### src/rtl/mem_route_pkg.sv
// Shared types and default sizing for the memory data router.
package mem_route_pkg;

    typedef enum logic {
        EMPTY = 1'b0,
        FULL  = 1'b1
    } slot_state_e;

    localparam int DEF_DATA_W = 16;
    localparam int DEF_NCH    = 2;
    localparam int DEF_CNT_W  = 8;

endpackage

### src/rtl/route_slot.sv
// One-entry output slot: holds a word until the consumer takes it, and
// accepts a replacement word on the same cycle it is drained.
module route_slot
    import mem_route_pkg::*;
#(
    parameter int DATA_W = DEF_DATA_W
) (
    input  logic              clk,
    input  logic              rst_n,
    input  logic              load,
    input  logic [DATA_W-1:0] in_data,
    input  logic              out_ready,
    output logic              free,
    output logic              out_valid,
    output logic [DATA_W-1:0] out_data
);

    slot_state_e       state_q, state_d;
    logic [DATA_W-1:0] data_q, data_d;

    always_comb begin
        state_d = state_q;
        data_d  = data_q;
        if (load) begin
            state_d = FULL;
            data_d  = in_data;
        end else if (state_q == FULL && out_ready) begin
            state_d = EMPTY;
        end
    end

    // Data is reset too so the output is never X while the slot is empty.
    always_ff @(posedge clk or negedge rst_n) begin
        if (!rst_n) begin
            state_q <= EMPTY;
            data_q  <= '0;
        end else begin
            state_q <= state_d;
            data_q  <= data_d;
        end
    end

    assign free      = (state_q == EMPTY) || out_ready;
    assign out_valid = (state_q == FULL);
    assign out_data  = data_q;

endmodule

### src/rtl/mem_data_router.sv
// Routes each accepted word to one output slot (unicast) or all slots
// (broadcast); words addressed to a nonexistent channel are dropped and counted.
module mem_data_router
    import mem_route_pkg::*;
#(
    parameter int  DATA_W = DEF_DATA_W,
    parameter int  NCH    = DEF_NCH,
    parameter int  CNT_W  = DEF_CNT_W,
    localparam int SEL_W  = ($clog2(NCH) > 1) ? $clog2(NCH) : 1
) (
    input  logic                  clk,
    input  logic                  rst_n,
    input  logic                  in_valid,
    output logic                  in_ready,
    input  logic [DATA_W-1:0]     in_data,
    input  logic [SEL_W-1:0]      in_sel,
    input  logic                  in_bcast,
    output logic [NCH-1:0]        out_valid,
    input  logic [NCH-1:0]        out_ready,
    output logic [NCH*DATA_W-1:0] out_data,
    output logic                  err,
    output logic [CNT_W-1:0]      err_cnt
);

    localparam logic [CNT_W-1:0] CNT_MAX = '1;

    logic [NCH-1:0]   free;
    logic [NCH-1:0]   load;
    logic             sel_legal;
    logic             sel_free;
    logic             xfer;
    logic             err_q, err_d;
    logic [CNT_W-1:0] err_cnt_q, err_cnt_d;

    assign sel_legal = int'(in_sel) < NCH;

    // Mux is written as a loop so an out-of-range in_sel never indexes free.
    always_comb begin
        sel_free = 1'b0;
        for (int k = 0; k < NCH; k++) begin
            if (in_sel == SEL_W'(k)) sel_free = free[k];
        end
    end

    assign in_ready = in_bcast  ? &free :
                      sel_legal ? sel_free : 1'b1;
    assign xfer     = in_valid && in_ready;

    always_comb begin
        load = '0;
        for (int k = 0; k < NCH; k++) begin
            load[k] = xfer && (in_bcast || (sel_legal && in_sel == SEL_W'(k)));
        end
    end

    always_comb begin
        err_d     = xfer && !in_bcast && !sel_legal;
        err_cnt_d = err_cnt_q;
        if (err_d && err_cnt_q != CNT_MAX) err_cnt_d = err_cnt_q + 1'b1;
    end

    always_ff @(posedge clk or negedge rst_n) begin
        if (!rst_n) begin
            err_q     <= 1'b0;
            err_cnt_q <= '0;
        end else begin
            err_q     <= err_d;
            err_cnt_q <= err_cnt_d;
        end
    end

    assign err     = err_q;
    assign err_cnt = err_cnt_q;

    for (genvar k = 0; k < NCH; k++) begin : g_slot
        route_slot #(
            .DATA_W (DATA_W)
        ) u_slot (
            .clk       (clk),
            .rst_n     (rst_n),
            .load      (load[k]),
            .in_data   (in_data),
            .out_ready (out_ready[k]),
            .free      (free[k]),
            .out_valid (out_valid[k]),
            .out_data  (out_data[k*DATA_W +: DATA_W])
        );
    end

endmodule

### config.mk
export PLATFORM = sky130hd
export DESIGN_NAME = mem_data_router
export DESIGN_NICKNAME = d
export VERILOG_FILES = /design/src/rtl/mem_route_pkg.sv /design/src/rtl/route_slot.sv /design/src/rtl/mem_data_router.sv
export SDC_FILE = /design/constraint.sdc
export NUM_CORES = 1
export LEC_CHECK = 0
export ABC_CLOCK_PERIOD_IN_PS = 1350
export BUFFER_PORTS_ARGS = -buffer_cell sky130_fd_sc_hd__buf_4
export CORE_MARGIN = 1.5
export CORE_UTILIZATION = 42
export CTS_BUF_LIST = sky130_fd_sc_hd__clkbuf_8 sky130_fd_sc_hd__clkbuf_16
export DETAILED_ROUTE_END_ITERATION = 6
export PLACE_DENSITY = 0.75
export SLEW_MARGIN = 20
export SYNTH_ARGS = -nofsm -noshare
export SYNTH_HDL_FRONTEND = slang
export SYNTH_HIERARCHICAL = 1
export SYNTH_SLANG_ARGS = --single-unit
### constraint.sdc
create_clock -name clk -period 1.35 [get_ports clk]
set_input_delay 0.135 -clock clk [delete_from_list [all_inputs] [get_ports clk]]
set_output_delay 0.135 -clock clk [all_outputs]
set_load 0.01 [all_outputs]
==> results of run 1 <==
==> worst paths after layout <==
kind / to / slack, ns
hold / removal: g_slot[1].u_slot/out_data[8]$_DFFE_PN0P_ / 0.1
setup / recovery: g_slot[1].u_slot/out_data[14]$_DFFE_PN0P_ / -0.13
setup reg to reg: g_slot[1].u_slot/out_data[14]$_DFFE_PN0P_ / -0.13
min in group asynchronous: g_slot[1].u_slot/out_data[5]$_DFFE_PN0P_ / 0.35
hold reg to reg: g_slot[0].u_slot/out_data[3]$_DFFE_PN0P_ / 0.52
max in group asynchronous: g_slot[0].u_slot/out_data[12]$_DFFE_PN0P_ / 0.69
==> synthesized netlist by cell type <==
cell type / number / area, µm²
nor3_1: 1 / 5.000
o21bai_1: 1 / 7.510
nor2b_1: 1 / 6.260
conb_1: 1 / 3.750
mux2_2: 14 / 157.7
mux2_4: 18 / 270.3
nor2b_2: 1 / 8.760
buf_4: 9 / 67.56
nand2b_1: 4 / 25.02
nand2_1: 1 / 3.750
buf_12: 2 / 40.04
buf_6: 2 / 22.52
a22o_1: 1 / 8.760
o211a_1: 1 / 10.01
dfrtp_1: 34 / 850.8
and2_1: 1 / 6.260
==> sequential cells by signal, indices dropped and copies added, names as in the netlist <==
register and flops:
g_slot.u_slot/out_data 32, g_slot.u_slot/out_valid 2
==> power by group <==
part,leakage [µW],switching [µW],internal (µW)
combinational,0.000654,384,675
clock,0.0000431,319,393
sequential,0.000399,136,1240
==> cell families after synthesis <==
logic type	Yosys count
AND/OR/NAND/NOR	9
AO/OA/AOI/OAI	3
multiplexers	32
flip-flops	34
other	1
buffers and inverters	13
==> routing by layer <==
| layer | vias to the layer above | track usage |
|---|---|---|
| met5 | - | 0 |
| met4 | 0 | 0.04167 |
| met3 | 2 | 0.06847 |
| met2 | 42 | 0.2876 |
| met1 | 471 | 0.2007 |
| li1 | 439 | - |
==> stage by stage <==
stage                     std cells  hold WS, ns  setup slack, ns
after floorplan                 100      -0.1606          -0.1432
after global placement          200      0.09380         -0.04226
after detailed placement        200       0.1067          -0.1195
after CTS                       210      0.09165          -0.1373
after global routing            210      0.09282          -0.1956
final                           210      0.09791          -0.1317
==> layout make-up <==
type,instances,area (µm²),share of cell area
multi-input combinational,53,604.3,0.2807
tap,46,57.56,0.02673
sequential,34,850.8,0.3951
clock buffer,6,82.58,0.03835
timing repair buffer,71,558.0,0.2592
==> worst max-delay path, delay by kind of cell, from the launching register on <==
family,cells,cell delay [ns]
compound gates,1,0.22
simple gates,2,0.28
buf+inv,1,0.18
flops,1,0.38
mux,1,0.30
==> timing repair <==
action / CTS / global route
hold buffers: 1 / 0
setup buffers: 3 / 0
endpoints found under the setup margin: 33 / 33
pin swaps: 2 / 1
hold endpoints to repair: 34 / 0
resized for setup: 19 / 1
==> qor.yml, run 1 <==
power:
  finalPower_uw: 3149
  pwr_density_cell_nw_per_um2: 1462
  peakVddDrop_uv: 899.4
  p_leak_uw: 0.001097
worst_setup_path:
  setup.worst_path.end_class: "flip-flop"
  worstPathRequired_ns: 1.50
  worstPathCellList: "nand2b_1 > and2_1 > o211a_1 > buf_6 > mux2_4"
  path_class: "reg2reg"
  ff2ff_path_depth: 5
  crit_start: "g_slot[0].u_slot/out_valid$_DFFE_PN0P_"
  start_kind: "flip-flop"
  rr_startpoint: "g_slot[0].u_slot/out_valid$_DFFE_PN0P_"
  cp_slowest_cell: "dfrtp_1"
  crit_path_max_fanout: 7
  worstPathArrival_ns: 1.64
  slowest_delay_ns: 0.38
sta:
  fin_crit_sh: 1.098
  setup_violations: 33
  timing.final.ws_setup_ns: -0.1317
  fin_worst_skew_ns: 0.007792
  rsz0062_at_grt: "yes"
  fmax_mhz: 674.9
  finalHoldViolations: 0
  setup_tns_ns: -3.389
  final_max_slew_viol_count: 0
  period_needed_ns: 1.482
yosys:
  synth_area_um2: 1494
  ys.warnings.count: 6
  synth_compound_area_frac: 0.01759
  synthCells: 92
  synth.avg_cell_area_um2: 16.24
  yosysSeqAreaShare: 0.5695
  ys_ff_latch: 34
  synthXorXnorAreaFrac: 0
  synth_simple_gate_area_frac: 0.03685
  synthMuxAreaShare: 0.2864
  synthAdderAreaFrac: 0
  ys_types: 16
  synth_top_family_by_area: "multiplexers"
layout:
  final_nets: 188
  final_area_um2: 2153
  diodes: 0
  final_common_cell: "buf_4"
  fill_cells: 279
  fin_util: 0.6403
  final_cell_mix: "buf_4 (64), dfrtp_1 (34), mux2_4 (30)"
  syn_to_final_growth_pct: 44.14
  drive_gt1_frac: 0.6829
cts:
  insertion_delay_ns: 0.27
  clk_pin_slew_worst_paths_ns: 0.07
  root_buffer: "clkbuf_8"
  clk_path_buf_depth: 2
  cts_tree: "built"
  cts_made_buffers: 5
  cts.htree.levels: 2
  clock-sinks: 34
floorplanning:
  die_area_um2: 3924
  io_pins: 67
  die_y_um: 62.64
  start_util: 0.4442
  fp.dieW_um: 62.64
  core_um2: 3363
  rows: 21
outcome:
  status: "finished with violations"
  failed_checks: "negative setup slack"
worst_hold_path:
  hold_class: "in2reg"
  hold_path_depth: 2
  worstHoldStart: "in_data[8]"
grt:
  grt_pass1_vias: 1069
  antenna_found_initial: 0
  overflow: 0
  grt_start_max_net_pins: 35
  grt_pass1_wl_mm: 5.195
  grt.total_usage: 0.1695
drt:
  routed_via_density: 4.543
  vias: 954
  wl_met3_um: 217
  wl_per_cell_um: 14.48
  antenna_left: 0
  top_layer: "met4"
  drt_iter0_markers: 23
  wirelength_mm: 3.041
  remaining_drc_errors: 0
  wl_met2_mm: 1.561
  drt-met1-wl_mm: 1.250
  drtPass1Iterations: 3
place:
  gp_congestion: 0.7663
  io_buffers: 57
  placed_area_um2: 1966
  hpwl_mm: 2.192
flow_run:
  cap_violations: 0
Note: power is estimated with default switching activity, not from simulation.
==> run 2: changes to the inputs <==
--- a/config.mk
+++ b/config.mk
@@ -7,6 +7,7 @@
 export LEC_CHECK = 0
 export ABC_CLOCK_PERIOD_IN_PS = 1350
 export BUFFER_PORTS_ARGS = -buffer_cell sky130_fd_sc_hd__buf_4
+export CORE_ASPECT_RATIO = 1.4
 export CORE_MARGIN = 1.5
 export CORE_UTILIZATION = 42
 export CTS_BUF_LIST = sky130_fd_sc_hd__clkbuf_8 sky130_fd_sc_hd__clkbuf_16
==> run 2 against run 1 <==
Compared with the run above:
- the run still ends with negative setup slack left
- worst hold slack improved by 0.0019 ns
- global-route usage fell by 0.59 points
- wire length decreased by 4.3%
- combinational power fell by 5%
- count of clock-buffer cells in the layout unchanged
- sequential power hardly changed
- sequential cell count unchanged
- via count decreased by 1.5%
- clock skew is 0.0052 ns lower
- critical endpoint is now in_ready
==> qor.yml, run 2 (synthesized netlist as in run 1, its figures left out) <==
sta:
  period_needed_ns: 1.465
  final_max_slew_viol_count: 0
  rsz0062_at_grt: "yes"
  fin_worst_skew_ns: 0.002638
  fmax_mhz: 682.5
  timing.final.ws_setup_ns: -0.1153
  finalHoldViolations: 0
  setup_violations: 33
  fin_crit_sh: 1.085
cts:
  clk_pin_slew_worst_paths_ns: 0.06
  clock-sinks: 34
  cts_tree: "built"
  clk_path_buf_depth: 2
  insertion_delay_ns: 0.27
  root_buffer: "clkbuf_8"
  cts_made_buffers: 5
  cts.htree.levels: 2
floorplanning:
  die_area_um2: 3929
  io_pins: 67
  rows: 25
  fp.dieW_um: 53.41
  start_util: 0.4422
  core_um2: 3378
  die_y_um: 73.57
layout:
  final_cell_mix: "buf_4 (59), dfrtp_1 (34), mux2_4 (18)"
  syn_to_final_growth_pct: 42.38
  drive_gt1_frac: 0.6813
  final_common_cell: "buf_4"
  largest_register_ffs: 32
  diodes: 0
  fill_cells: 260
  fin_util: 0.6296
  finalNonFillerCells: 200
  final_area_um2: 2127
  multi_input_area_um2: 580.6
  regArea_um2: 850.8
  final_nets: 184
worst_setup_path:
  cp_top_family: "compound AO/OA/AOI/OAI gates"
  cp_slowest_cell: "dfrtp_1"
  worstPathCellList: "nand2b_1 > buf_6 > o21bai_4 > a22o_1 > buf_6"
  rr_startpoint: "g_slot[1].u_slot/out_valid$_DFFE_PN0P_"
  worstPathArrival_ns: 1.33
  worstPathRequired_ns: 1.22
  slowest_delay_ns: 0.34
  start_kind: "flip-flop"
  path_class: "reg2out"
  cp_common_cell: "buf_6"
  crit_start: "g_slot[1].u_slot/out_valid$_DFFE_PN0P_"
  rrSetupSlack_ns: -0.11
  crit_path_max_fanout: 2
  cp_num_buf_inv: 2
  setup.worst_path.end_class: "output port"
drt:
  wirelength_mm: 2.909
  antenna_left: 0
  vias: 940
  routed_via_density: 4.700
  drtPass1Iterations: 3
  remaining_drc_errors: 0
  wl_per_cell_um: 14.55
  drt_iter0_markers: 16
power:
  peakVddDrop_uv: 1037
  pwr_density_cell_nw_per_um2: 1449
  p_leak_uw: 0.001044
grt:
  use_met2: 0.2689
  grt_pass1_wl_mm: 4.450
  busiest_layer: "met2"
  met1_usage: 0.1770
  grt_start_max_net_pins: 35
  overflow: 0
  use_met3: 0.05894
  grt_pass1_vias: 1007
  grt.total_usage: 0.1636
  antenna_found_initial: 0
flow_run:
  cap_violations: 0
outcome:
  status: "finished with violations"
  failed_checks: "negative setup slack"
place:
  dp_cells: 190
  placed_area_um2: 1953
  gp_congestion: 0.7077
  io_buffers: 57
  hpwl_mm: 2.172
worst_hold_path:
  worstHoldStart: "in_data[4]"
  hold_class: "in2reg"
[run 2: changes by cell type in the layout (fill, tap and decap cells not counted)]
cell and delta:
nand2_2 -1, o211a_4 +1, buf_6 -2, mux2_4 -12, o21bai_4 +1, mux2_2 +12
buf_4 -5, nor2b_4 +1, clkbuf_16 +1, o21bai_1 -1, buf_12 +2, nor2b_2 -1
o211a_1 -1, nand2_1 +1
[run 2: path summary, 6_finish.rpt]
kind | to | cells after the start
worst max-delay path | in_ready | 5
worst min-delay path | g_slot[0].u_slot/out_data[4]$_DFFE_PN0P_ | 2
worst max register to register | g_slot[0].u_slot/out_data[0]$_DFFE_PN0P_ | 6
worst min register to register | g_slot[0].u_slot/out_data[6]$_DFFE_PN0P_ | 1
max in group asynchronous | g_slot[0].u_slot/out_data[1]$_DFFE_PN0P_ | 2
min in group asynchronous | g_slot[1].u_slot/out_data[14]$_DFFE_PN0P_ | 2
[run 2: power breakdown]
part           internal [µW]  switching, µW
combinational            636            376
sequential              1240            125
clock                    392            312
[run 2: per-stage QoR]
| stage | setup slack (ns) | hold slack [ns] | total power (µW) | TNS, ns |
|---|---|---|---|---|
| final | -0.1153 | 0.09980 | 3082 | -2.665 |
| after global routing | -0.1819 | 0.08982 | 3244 | -4.761 |
| after CTS | -0.1150 | 0.08578 | 3108 | -2.885 |
| after detailed placement | -0.1004 | 0.1032 | 2361 | -2.282 |
| after global placement | -0.03612 | 0.09772 | 2331 | -0.6375 |
| after floorplan | -0.1432 | -0.1606 | 1876 | -2.168 |
[run 2: routing by layer]
metal	up-vias	share of wire
met5	-	0
met4	0	0.026
met3	7	0.075
met2	44	0.54
met1	459	0.36
li1	430	-
[run 2: area by class of cell]
cell class                      count  share of cell area
Sequential cell                    34              0.4000
Multi-Input combinational cell     53              0.2729
Timing Repair Buffer               67              0.2647
Clock buffer                        6             0.03882
Tap cell                           40             0.02353
[run 2: repair_timing]
item / in CTS / in global routing
hold buffers: 1 / 0
gates cloned: 0 / 1
hold endpoints to repair: 34 / 0
pin swaps: 1 / 0
endpoints found under the setup margin: 33 / 33
setup buffers: 2 / 0
resized for setup: 4 / 5
==> run 3: changes to the inputs <==
--- a/config.mk
+++ b/config.mk
@@ -9,12 +9,11 @@
 export BUFFER_PORTS_ARGS = -buffer_cell sky130_fd_sc_hd__buf_4
 export CORE_ASPECT_RATIO = 1.4
 export CORE_MARGIN = 1.5
-export CORE_UTILIZATION = 42
+export CORE_UTILIZATION = 41
 export CTS_BUF_LIST = sky130_fd_sc_hd__clkbuf_8 sky130_fd_sc_hd__clkbuf_16
 export DETAILED_ROUTE_END_ITERATION = 6
-export PLACE_DENSITY = 0.75
+export PLACE_DENSITY = 0.74
 export SLEW_MARGIN = 20
 export SYNTH_ARGS = -nofsm -noshare
 export SYNTH_HDL_FRONTEND = slang
-export SYNTH_HIERARCHICAL = 1
 export SYNTH_SLANG_ARGS = --single-unit
==> run 3 against run 2 <==
Compared with the run above:
- the run still ends with negative setup slack left
- clock power decreased by 2%
- first-iteration DRC count decreased by 6.3%
- via count rose by 3.7%
- global-route usage is 0.25 points higher
- critical path type is now reg2reg
- wire length grew 8.3%
- die area increased by 1.8%
- largest power group unchanged
==> qor.yml, run 3 <==
sta:
  fmax_mhz: 632.4
  timing.final.ws_setup_ns: -0.2312
  fin_worst_skew_ns: 0.003628
  finalHoldViolations: 0
  rsz0062_at_grt: "yes"
  fin_crit_sh: 1.171
  final_max_slew_viol_count: 0
  period_needed_ns: 1.581
  setup_violations: 22
power:
  p_switching_uw: 834.5
  internal_power_uw: 2179
  finalPower_uw: 3013
  peakVddDrop_uv: 1036
  pwr_density_cell_nw_per_um2: 1406
  power_frac_seq: 0.448
  clkPwrFrac: 0.228
  switching_share: 0.2769
  pwr-share-comb: 0.324
  p_leak_uw: 0.001052
layout:
  final_nets: 186
  final_cell_mix: "buf_4 (59), dfrtp_1 (34), mux2_4 (17)"
  fill_cells: 272
  fin_util: 0.6286
  largest_register_ffs: 32
  final_common_cell: "buf_4"
  diodes: 0
  syn_to_final_growth_pct: 44.19
  drive_gt1_frac: 0.6871
  finalNonFillerCells: 203
place:
  dp_cells: 191
  io_buffers: 57
  hpwl_mm: 2.212
  gp_congestion: 0.7868
yosys:
  ys.warnings.count: 0
  ys_top_cells_by_area: "dfrtp_1 (57%), mux2_2 (17%), mux2_4 (10%)"
  synth_flop_cell: "dfrtp_1"
  netlist_top_cells_count: "dfrtp_1 (34), mux2_2 (23), buf_4 (11)"
  ys_types: 18
  yosysSeqAreaShare: 0.5724
  synth_area_um2: 1486
  synth_top_cell_area_share: 0.5724
  synthArstFlopShare: 1.000
  synth-edff-count: 0
  synth_most_common_cell: "dfrtp_1"
  synthCells: 94
  ys_ff_latch: 34
  synth.avg_cell_area_um2: 15.81
  netlist.top_cell.by_area: "dfrtp_1"
floorplanning:
  start_util: 0.4360
  rows: 25
  fp.dieW_um: 53.89
  die_area_um2: 4001
  die_y_um: 74.25
  core_um2: 3410
  io_pins: 67
worst_setup_path:
  worstPathRequired_ns: 1.51
  crit_path_max_fanout: 5
  setup.worst_path.end_class: "flip-flop"
  rrSetupSlack_ns: -0.23
  start_kind: "flip-flop"
  worstPathArrival_ns: 1.74
  path_class: "reg2reg"
cts:
  root_buffer: "clkbuf_8"
  clk_path_buf_depth: 2
  clk_pin_slew_worst_paths_ns: 0.07
  cts_tree: "built"
  cts.htree.levels: 2
  clock-sinks: 34
  cts_made_buffers: 5
  insertion_delay_ns: 0.28
grt:
  grt.total_usage: 0.1661
  grt_pass1_wl_mm: 4.698
  overflow: 0
  grt_start_max_net_pins: 35
  antenna_found_initial: 0
  grt_pass1_vias: 1036
flow_run:
  cap_violations: 0
worst_hold_path:
  hold_class: "in2reg"
drt:
  remaining_drc_errors: 0
  wirelength_mm: 3.149
  drt_iter0_markers: 15
  drtPass1Iterations: 4
  vias: 975
  wl_per_cell_um: 15.51
  routed_via_density: 4.803
  antenna_left: 0
outcome:
  failed_checks: "negative setup slack"
  status: "finished with violations"
[run 3: worst paths after layout]
| check | end | cells after the start | startpoint |
|---|---|---|---|
| max | g_slot[1].u_slot.out_data[8]$_DFFE_PN0P_ | 6 | g_slot[1].u_slot.out_valid$_DFFE_PN0P_ |
| min | g_slot[1].u_slot.out_data[10]$_DFFE_PN0P_ | 2 | in_data[10] |
| max reg2reg | g_slot[1].u_slot.out_data[8]$_DFFE_PN0P_ | 6 | g_slot[1].u_slot.out_valid$_DFFE_PN0P_ |
| min reg2reg | g_slot[0].u_slot.out_data[4]$_DFFE_PN0P_ | 1 | g_slot[0].u_slot.out_data[4]$_DFFE_PN0P_ |
| max in group asynchronous | g_slot[0].u_slot.out_data[1]$_DFFE_PN0P_ | 2 | rst_n |
| min in group asynchronous | g_slot[1].u_slot.out_data[13]$_DFFE_PN0P_ | 2 | rst_n |
[run 3: layout make-up]
type | count | area, µm² | area share
clock inverter | 2 | 11.26 | 0.005254
timing repair buffer | 67 | 563.0 | 0.2627
multi-input combinational | 55 | 599.3 | 0.2796
sequential | 34 | 850.8 | 0.3970
clock buffer | 5 | 68.82 | 0.03211
tap | 40 | 50.05 | 0.02335
[run 3: power by group through the flow]
stage	Clock (µW)	Combinational (µW)	Sequential, µW
3_3_place_gp	0	883	1360
5_1_grt	733	1040	1370
2_1_floorplan	0	361	1440
6_report	687	977	1350
4_1_cts	708	966	1350
3_5_place_dp	0	910	1360
[run 3: timing repair]
action	4_1_cts	5_1_grt
endpoints found under the hold margin	34	0
pin swaps	2	1
buffers inserted	2	1
endpoints found under the setup margin	33	33
hold buffers	1	0
gates cloned	0	1
resized for setup	12	2
[run 3: kinds of logic after synthesis]
| group | after synthesis | share of synthesized area |
|---|---|---|
| flip-flops | 34 | 0.5724 |
| multiplexers | 33 | 0.2753 |
| buffers and inverters | 13 | 0.07660 |
| AND/OR/NAND/NOR | 9 | 0.04629 |
| AO/OA/AOI/OAI | 4 | 0.02694 |
| other | 1 | 0.002523 |
[run 3: worst max-delay path, stage by stage, from the launching register on]
cell	delay (ns)
dfrtp_1	0.39
nor2b_4	0.14
buf_6	0.11
a211oi_4	0.22
buf_6	0.16
clkbuf_16	0.15
mux2_4	0.29
[run 3: stage by stage]
step / setup WS [ns] / hold slack [ns] / instance area [µm²] / setup TNS [ns]
final: -0.2312 / 0.09503 / 2143 / -3.689
after floorplan: -0.1389 / -0.1606 / 1524 / -1.557
after global routing: -0.2533 / 0.09007 / 2143 / -4.652
after detailed placement: -0.1454 / 0.1032 / 1938 / -3.079
after CTS: -0.1730 / 0.08666 / 2103 / -2.300
after global placement: -0.07354 / 0.09856 / 1938 / -1.719
[run 3: layer usage]
metal / wire [µm] / GRT usage / up-vias
met5: 0 / 0 / -
met4: 53 / 0.09117 / 0
met3: 154 / 0.03414 / 5
met2: 1762 / 0.2927 / 38
met1: 1179 / 0.1802 / 492
li1: - / - / 440
